<file path="config.mk">
export PLATFORM = sky130hd
export DESIGN_NAME = pipe_hazard_ctrl
export DESIGN_NICKNAME = d
export VERILOG_FILES = /design/src/rtl/pipe_hazard_ctrl.sv
export SDC_FILE = /design/constraint.sdc
export NUM_CORES = 1
export LEC_CHECK = 0
export CORE_UTILIZATION = 50
export DETAILED_ROUTE_END_ITERATION = 6
export DONT_BUFFER_PORTS = 1
export PLACE_DENSITY_LB_ADDON = 0.08
export SYNTH_ARGS = -nofsm -noshare
export SYNTH_HDL_FRONTEND = slang
export SYNTH_SLANG_ARGS = --single-unit
export TNS_END_PERCENT = 50
</file>
<file path="constraint.sdc">
create_clock -name clk -period 2.3 [get_ports clk]
set_input_delay 0.23 -clock clk [delete_from_list [all_inputs] [get_ports clk]]
set_output_delay 0.23 -clock clk [all_outputs]
set_load 0.01 [all_outputs]
</file>
<file path="src/rtl/pipe_hazard_ctrl.sv">
// rtl/pipe_hazard_ctrl.sv - stall, flush and forward control for a 5-stage pipe with an MDU interlock
// Optional macro HU_BRANCH_FWD_EN adds M-to-D forwarding into the branch comparator.
module pipe_hazard_ctrl #(
   parameter int REG_W   = 5,
   parameter int MDU_LAT = 4,
   parameter int CNT_W   = 16
) (
   input  logic             clk,
   input  logic             reset,
   input  logic             BranchD,
   input  logic             MduReadD,
   input  logic             MduStartE,
   input  logic             MemToRegE,
   input  logic             RegWriteE,
   input  logic             MemToRegM,
   input  logic             RegWriteM,
   input  logic             RegWriteW,
   input  logic [REG_W-1:0] RsD,
   input  logic [REG_W-1:0] RtD,
   input  logic [REG_W-1:0] RsE,
   input  logic [REG_W-1:0] RtE,
   input  logic [REG_W-1:0] WriteRegE,
   input  logic [REG_W-1:0] WriteRegM,
   input  logic [REG_W-1:0] WriteRegW,
   output logic             StallF,
   output logic             StallD,
   output logic             FlushE,
   output logic             ForwardAD,
   output logic             ForwardBD,
   output logic [1:0]       ForwardAE,
   output logic [1:0]       ForwardBE,
   output logic             MduBusy,
   output logic [CNT_W-1:0] StallCnt
);

   localparam logic [7:0] MDU_LOAD = 8'(MDU_LAT - 1);

   typedef enum logic {
      IDLE = 1'b0,
      BUSY = 1'b1
   } mdu_state_t;

   mdu_state_t       state_q, state_d;
   logic [7:0]       mdu_cnt_q, mdu_cnt_d;
   logic [CNT_W-1:0] stall_cnt_q, stall_cnt_d;

   logic       lw_stall;
   logic       branch_stall;
   logic       mdu_stall;
   logic       stall;
   logic       fwd_ad;
   logic       fwd_bd;
   logic [1:0] fwd_ae;
   logic [1:0] fwd_be;
   logic       unused_mem_to_reg_m;

   assign unused_mem_to_reg_m = MemToRegM;

   // Register 0 is hardwired, so a zero destination never produces a hit.
   function automatic logic reg_hit(input logic [REG_W-1:0] src, input logic [REG_W-1:0] dst);
      return (dst != '0) && (src == dst);
   endfunction

   always_comb begin
      fwd_ae = 2'b00;
      if (RegWriteM && reg_hit(RsE, WriteRegM)) begin
         fwd_ae = 2'b10;
      end else if (RegWriteW && reg_hit(RsE, WriteRegW)) begin
         fwd_ae = 2'b01;
      end
      fwd_be = 2'b00;
      if (RegWriteM && reg_hit(RtE, WriteRegM)) begin
         fwd_be = 2'b10;
      end else if (RegWriteW && reg_hit(RtE, WriteRegW)) begin
         fwd_be = 2'b01;
      end
   end

   always_comb begin
      lw_stall = MemToRegE && (reg_hit(RsD, WriteRegE) || reg_hit(RtD, WriteRegE));
`ifdef HU_BRANCH_FWD_EN
      fwd_ad = RegWriteM && !MemToRegM && reg_hit(RsD, WriteRegM);
      fwd_bd = RegWriteM && !MemToRegM && reg_hit(RtD, WriteRegM);
      // An ALU result in M is forwarded; only E producers and M loads still stall.
      branch_stall = BranchD &&
                     ((RegWriteE && (reg_hit(RsD, WriteRegE) || reg_hit(RtD, WriteRegE))) ||
                      (MemToRegM && (reg_hit(RsD, WriteRegM) || reg_hit(RtD, WriteRegM))));
`else
      fwd_ad = 1'b0;
      fwd_bd = 1'b0;
      branch_stall = BranchD &&
                     ((RegWriteE && (reg_hit(RsD, WriteRegE) || reg_hit(RtD, WriteRegE))) ||
                      (RegWriteM && (reg_hit(RsD, WriteRegM) || reg_hit(RtD, WriteRegM))));
`endif
      // A start in E makes the result unavailable this cycle as well.
      mdu_stall = MduReadD && ((state_q == BUSY) || MduStartE);
      stall     = lw_stall || branch_stall || mdu_stall;
   end

   always_ff @(posedge clk) begin
      if (reset) begin
         state_q     <= IDLE;
         mdu_cnt_q   <= 8'd0;
         stall_cnt_q <= '0;
      end else begin
         state_q     <= state_d;
         mdu_cnt_q   <= mdu_cnt_d;
         stall_cnt_q <= stall_cnt_d;
      end
   end

   always_comb begin
      state_d   = state_q;
      mdu_cnt_d = mdu_cnt_q;
      case (state_q)
         IDLE: begin
            if (MduStartE) begin
               state_d   = BUSY;
               mdu_cnt_d = MDU_LOAD;
            end
         end
         BUSY: begin
            // A start while busy is ignored and leaves the countdown alone.
            if (mdu_cnt_q == 8'd0) begin
               state_d = IDLE;
            end else begin
               mdu_cnt_d = mdu_cnt_q - 8'd1;
            end
         end
      endcase
      stall_cnt_d = stall_cnt_q;
      if (stall && (stall_cnt_q != '1)) begin
         stall_cnt_d = stall_cnt_q + CNT_W'(1);
      end
   end

   always_comb begin
      StallF    = 1'b0;
      StallD    = 1'b0;
      FlushE    = 1'b0;
      ForwardAD = 1'b0;
      ForwardBD = 1'b0;
      ForwardAE = 2'b00;
      ForwardBE = 2'b00;
      MduBusy   = 1'b0;
      if (!reset) begin
         StallF    = stall;
         StallD    = stall;
         FlushE    = stall;
         ForwardAD = fwd_ad;
         ForwardBD = fwd_bd;
         ForwardAE = fwd_ae;
         ForwardBE = fwd_be;
         MduBusy   = (state_q == BUSY);
      end
      StallCnt = stall_cnt_q;
   end

endmodule

</file>
==> summary.md <==
| Metric | Value |
|---|---|
| Port Buffers | 0 |
| Rel. slew slack | 0.596 |
| Starting density of the core | 0.533 |
| Worst hold endpoint | StallCnt[3] |
| Main synth FF type | dfxtp_1 |
| Flops & latches, synth | 25 |
| CP Class | register to register |
| First-pass GRT wire length | 6620 um |
| Worst-Skew Late Latency | 320 ps |
| Critical Path Stages | 7 |
| Fin. Hold Viols | 0 |
| Top cell type's share of synthesized area | 0.277 |
| Slew of the pin with the lowest slew margin | 604 ps |
| Clock transition at path regs | 140 ps |
| Cell depth of the worst hold path | 3 |
| Distinct cells, synth | 42 |
| GRT Util Overall | 0.209 |
| Antenna-violating nets left | 0 |
| Core outline area | 3390 um^2 |
| RePlAce Congestion | 0.796 |
| Share of cells above drive strength 1 | 0.140 |
| Period utilization | 0.961 |
| I/O pins | 71 |
| Die Span X | 62.1 um |
| Final HPWL DP | 3080 um |
| Initial antenna violation count | 0 |
| Synthesized area | 1810 um^2 |
| Power density over the cells | 525 nW/um^2 |
| Area grow syn2layout | 7.13% |
| Synth Area per Inst | 8.10 um^2 |
| CP most frequent cell | nor2_1 |
| CTS sink cnt | 25 |
| HP Start | reset |
| Initial drt markers | 41 |
| Reg2Reg Depth | 7 |
| Status | finished clean |
| Num CTS Buffers | 3 |
| Synth top area cells | dfxtp_1, xnor2_1, xor2_1 |
| Fmax | 453 MHz |
| Register area share after synthesis | 0.277 |
| Slew Limit Fails | 0 |
| DR vias/cell | 5.65 |
| Routed Wire Length | 4040 um |
| CP Cell Sequence | or4_4, or4b_4, mux2_4, nand3b_1, nor2_1, xnor2_1, nor2_1 |
| CTS Root Cell | clkbuf_4 |
| Pleak | 0.720 nW |
| # rows | 21 |
| Mapped Cells | 223 |
| Slowest-stage cell, CP | or4b_4 |
| Final core utilization | 0.571 |
| Final Non-Filler Cells | 274 |
| Placed cells | 267 |
| Yosys Warn Count | 0 |
| Residual DRC | 0 |
| WP buf/inv | 0 |
| Total gr overflow | 0 |
| Die ar. | 3860 um^2 |
| Largest net degree at the start of global routing | 16 |
| Final Setup Violations | 0 |
| Final WS setup | 90.3 ps |
| Setup TNS | 0 ps |
| Die Ht | 62.1 um |
| Reg-to-Reg End | mdu_cnt_q[4] |
| Max VDD drop | 0.251 mV |
| Critical Path Sink Type | register |
| Clk_skew | 1.22 ps |
| Final net count | 276 |
| Via count | 1549 |
| Vias in the first global route | 1534 |
| Number of synthesized flops with an enable pin | 0 |
| Ant diodes | 0 |
| Bufs on Longest Clock Path | 2 |
| Async SR Flop Fraction | 0 |
| Startpoint Class | register |
| RSZ-0062 raised after global routing | false |
| 1st-pass router iterations | 4 |
| Worst reg2reg path startpoint | mdu_cnt_q[4] |
| Reg2reg setup slack | 90 ps |
| Crit Path Max Fanout | 4 |
| Dpl ws | 98.0 ps |
| Final worst path period need | 2210 ps |
| Top delay family on crit path | simple AND/OR/NAND/NOR gates |
| Crit path DAT | 2440 ps |
| Routed len/inst | 14.7 um |
| Min-delay worst type | input pin to register |
| Largest area contributor in the netlist | dfxtp_1 |
| PnR Total Power | 1.02 mW |
| CP Data Required Time | 2530 ps |
| H-tree depth | 1 |
| CP peak stage delay | 540 ps |
| CTS tree | done |
| Max-cap violations | 0 |
[stage by stage]
step	area (um^2)	hold WS, ps
floorplan	1810	453
global placement	1870	303
detailed placement	1870	305
CTS	1910	48.2
global route	1940	41.8
finish	1940	63.0
[layer usage]
layer  vias up  routed length [um]  GRT usage
met1       726                1700      0.239
met4         0                  22     0.0552
met5         -                   0          0
met2        58                2070      0.391
li1        763                   -          -
met3         2                 248     0.0441
[where the power goes]
group          leakage (nW)  internal (mW)  switching [mW]  total (mW)
logic                 0.502          0.168           0.149       0.317
registers             0.204          0.467          0.0280       0.495
clock network        0.0139         0.0663           0.137       0.203
[worst register-to-register path: cells and delay by family (launching register included)]
kind	cells	cell delay, ps
xor gates and xnor gates	1	150
muxes	1	300
and+or+nand+nor	5	1300
DFF	1	370
[synth_stat cells (3+ instances only)]
| master | instances |
|---|---|
| mux2_4 | 3 |
| nor2b_1 | 8 |
| nor2_1 | 24 |
| or3_1 | 5 |
| dfxtp_1 | 25 |
| inv_1 | 6 |
| or4_1 | 6 |
| xnor2_1 | 33 |
| nor4_1 | 5 |
| nand2_1 | 16 |
| o21ai_0 | 6 |
| a21oi_1 | 8 |
| xor2_1 | 17 |
| buf_4 | 4 |
| nand3_1 | 13 |
| nor3_1 | 3 |
| clkbuf_1 | 5 |
[kinds of logic after synthesis]
group | Yosys count | share of synthesized area
fa+ha+maj | 2 | 0.0138
other cells | 1 | 0.00208
flops | 25 | 0.277
buf+inv | 19 | 0.0533
xor+xnor | 50 | 0.242
mux | 5 | 0.0360
simple gates | 97 | 0.294
compound gates | 24 | 0.0817
[state kept, by name (all words and copies together) (netlist names)]
| name | count |
|---|---|
| StallCnt | 16 |
| mdu_cnt_q | 8 |
| state_q | 1 |
[final cells by class]
| cell class | count | area (um^2) |
|---|---|---|
| Tap cell | 46 | 57.6 |
| Clock inverter | 1 | 7.51 |
| Timing Repair Buffer | 13 | 100 |
| Inverter | 6 | 22.5 |
| Fill cell | 310 | 1450 |
| Sequential cell | 25 | 504 |
| Multi-Input combinational cell | 180 | 1220 |
| Clock buffer | 3 | 22.5 |
[worst max path at each step]
| stage | start | end |
|---|---|---|
| global placement | mdu_cnt_q[4] | mdu_cnt_q[6] |
| CTS | mdu_cnt_q[4] | mdu_cnt_q[6] |
| detailed placement | mdu_cnt_q[4] | mdu_cnt_q[5] |
| global route | StallCnt[0] | StallCnt[11] |
| finish | mdu_cnt_q[4] | mdu_cnt_q[4] |
| floorplan | StallCnt[0] | StallCnt[11] |
[cells in the final DEF, fill, tap and decap left out, types with 5 or more instances in the layout]
cell type,n
xor2_1,17
nand2_1,16
xnor2_1,33
nor2_1,24
nor4_1,5
dfxtp_1,24
buf_4,12
inv_1,6
a21oi_1,8
nor2b_1,8
or4_1,5
or3_1,5
nand3_1,13
o21ai_0,6
[what timing repair did]
item	in CTS	in global routing
hold endpoints to repair	15	0
resized for setup	0	4
setup buffers	0	2
endpoints found under the setup margin	0	3
hold buffers	1	0
(Power assumes the default switching activity.)
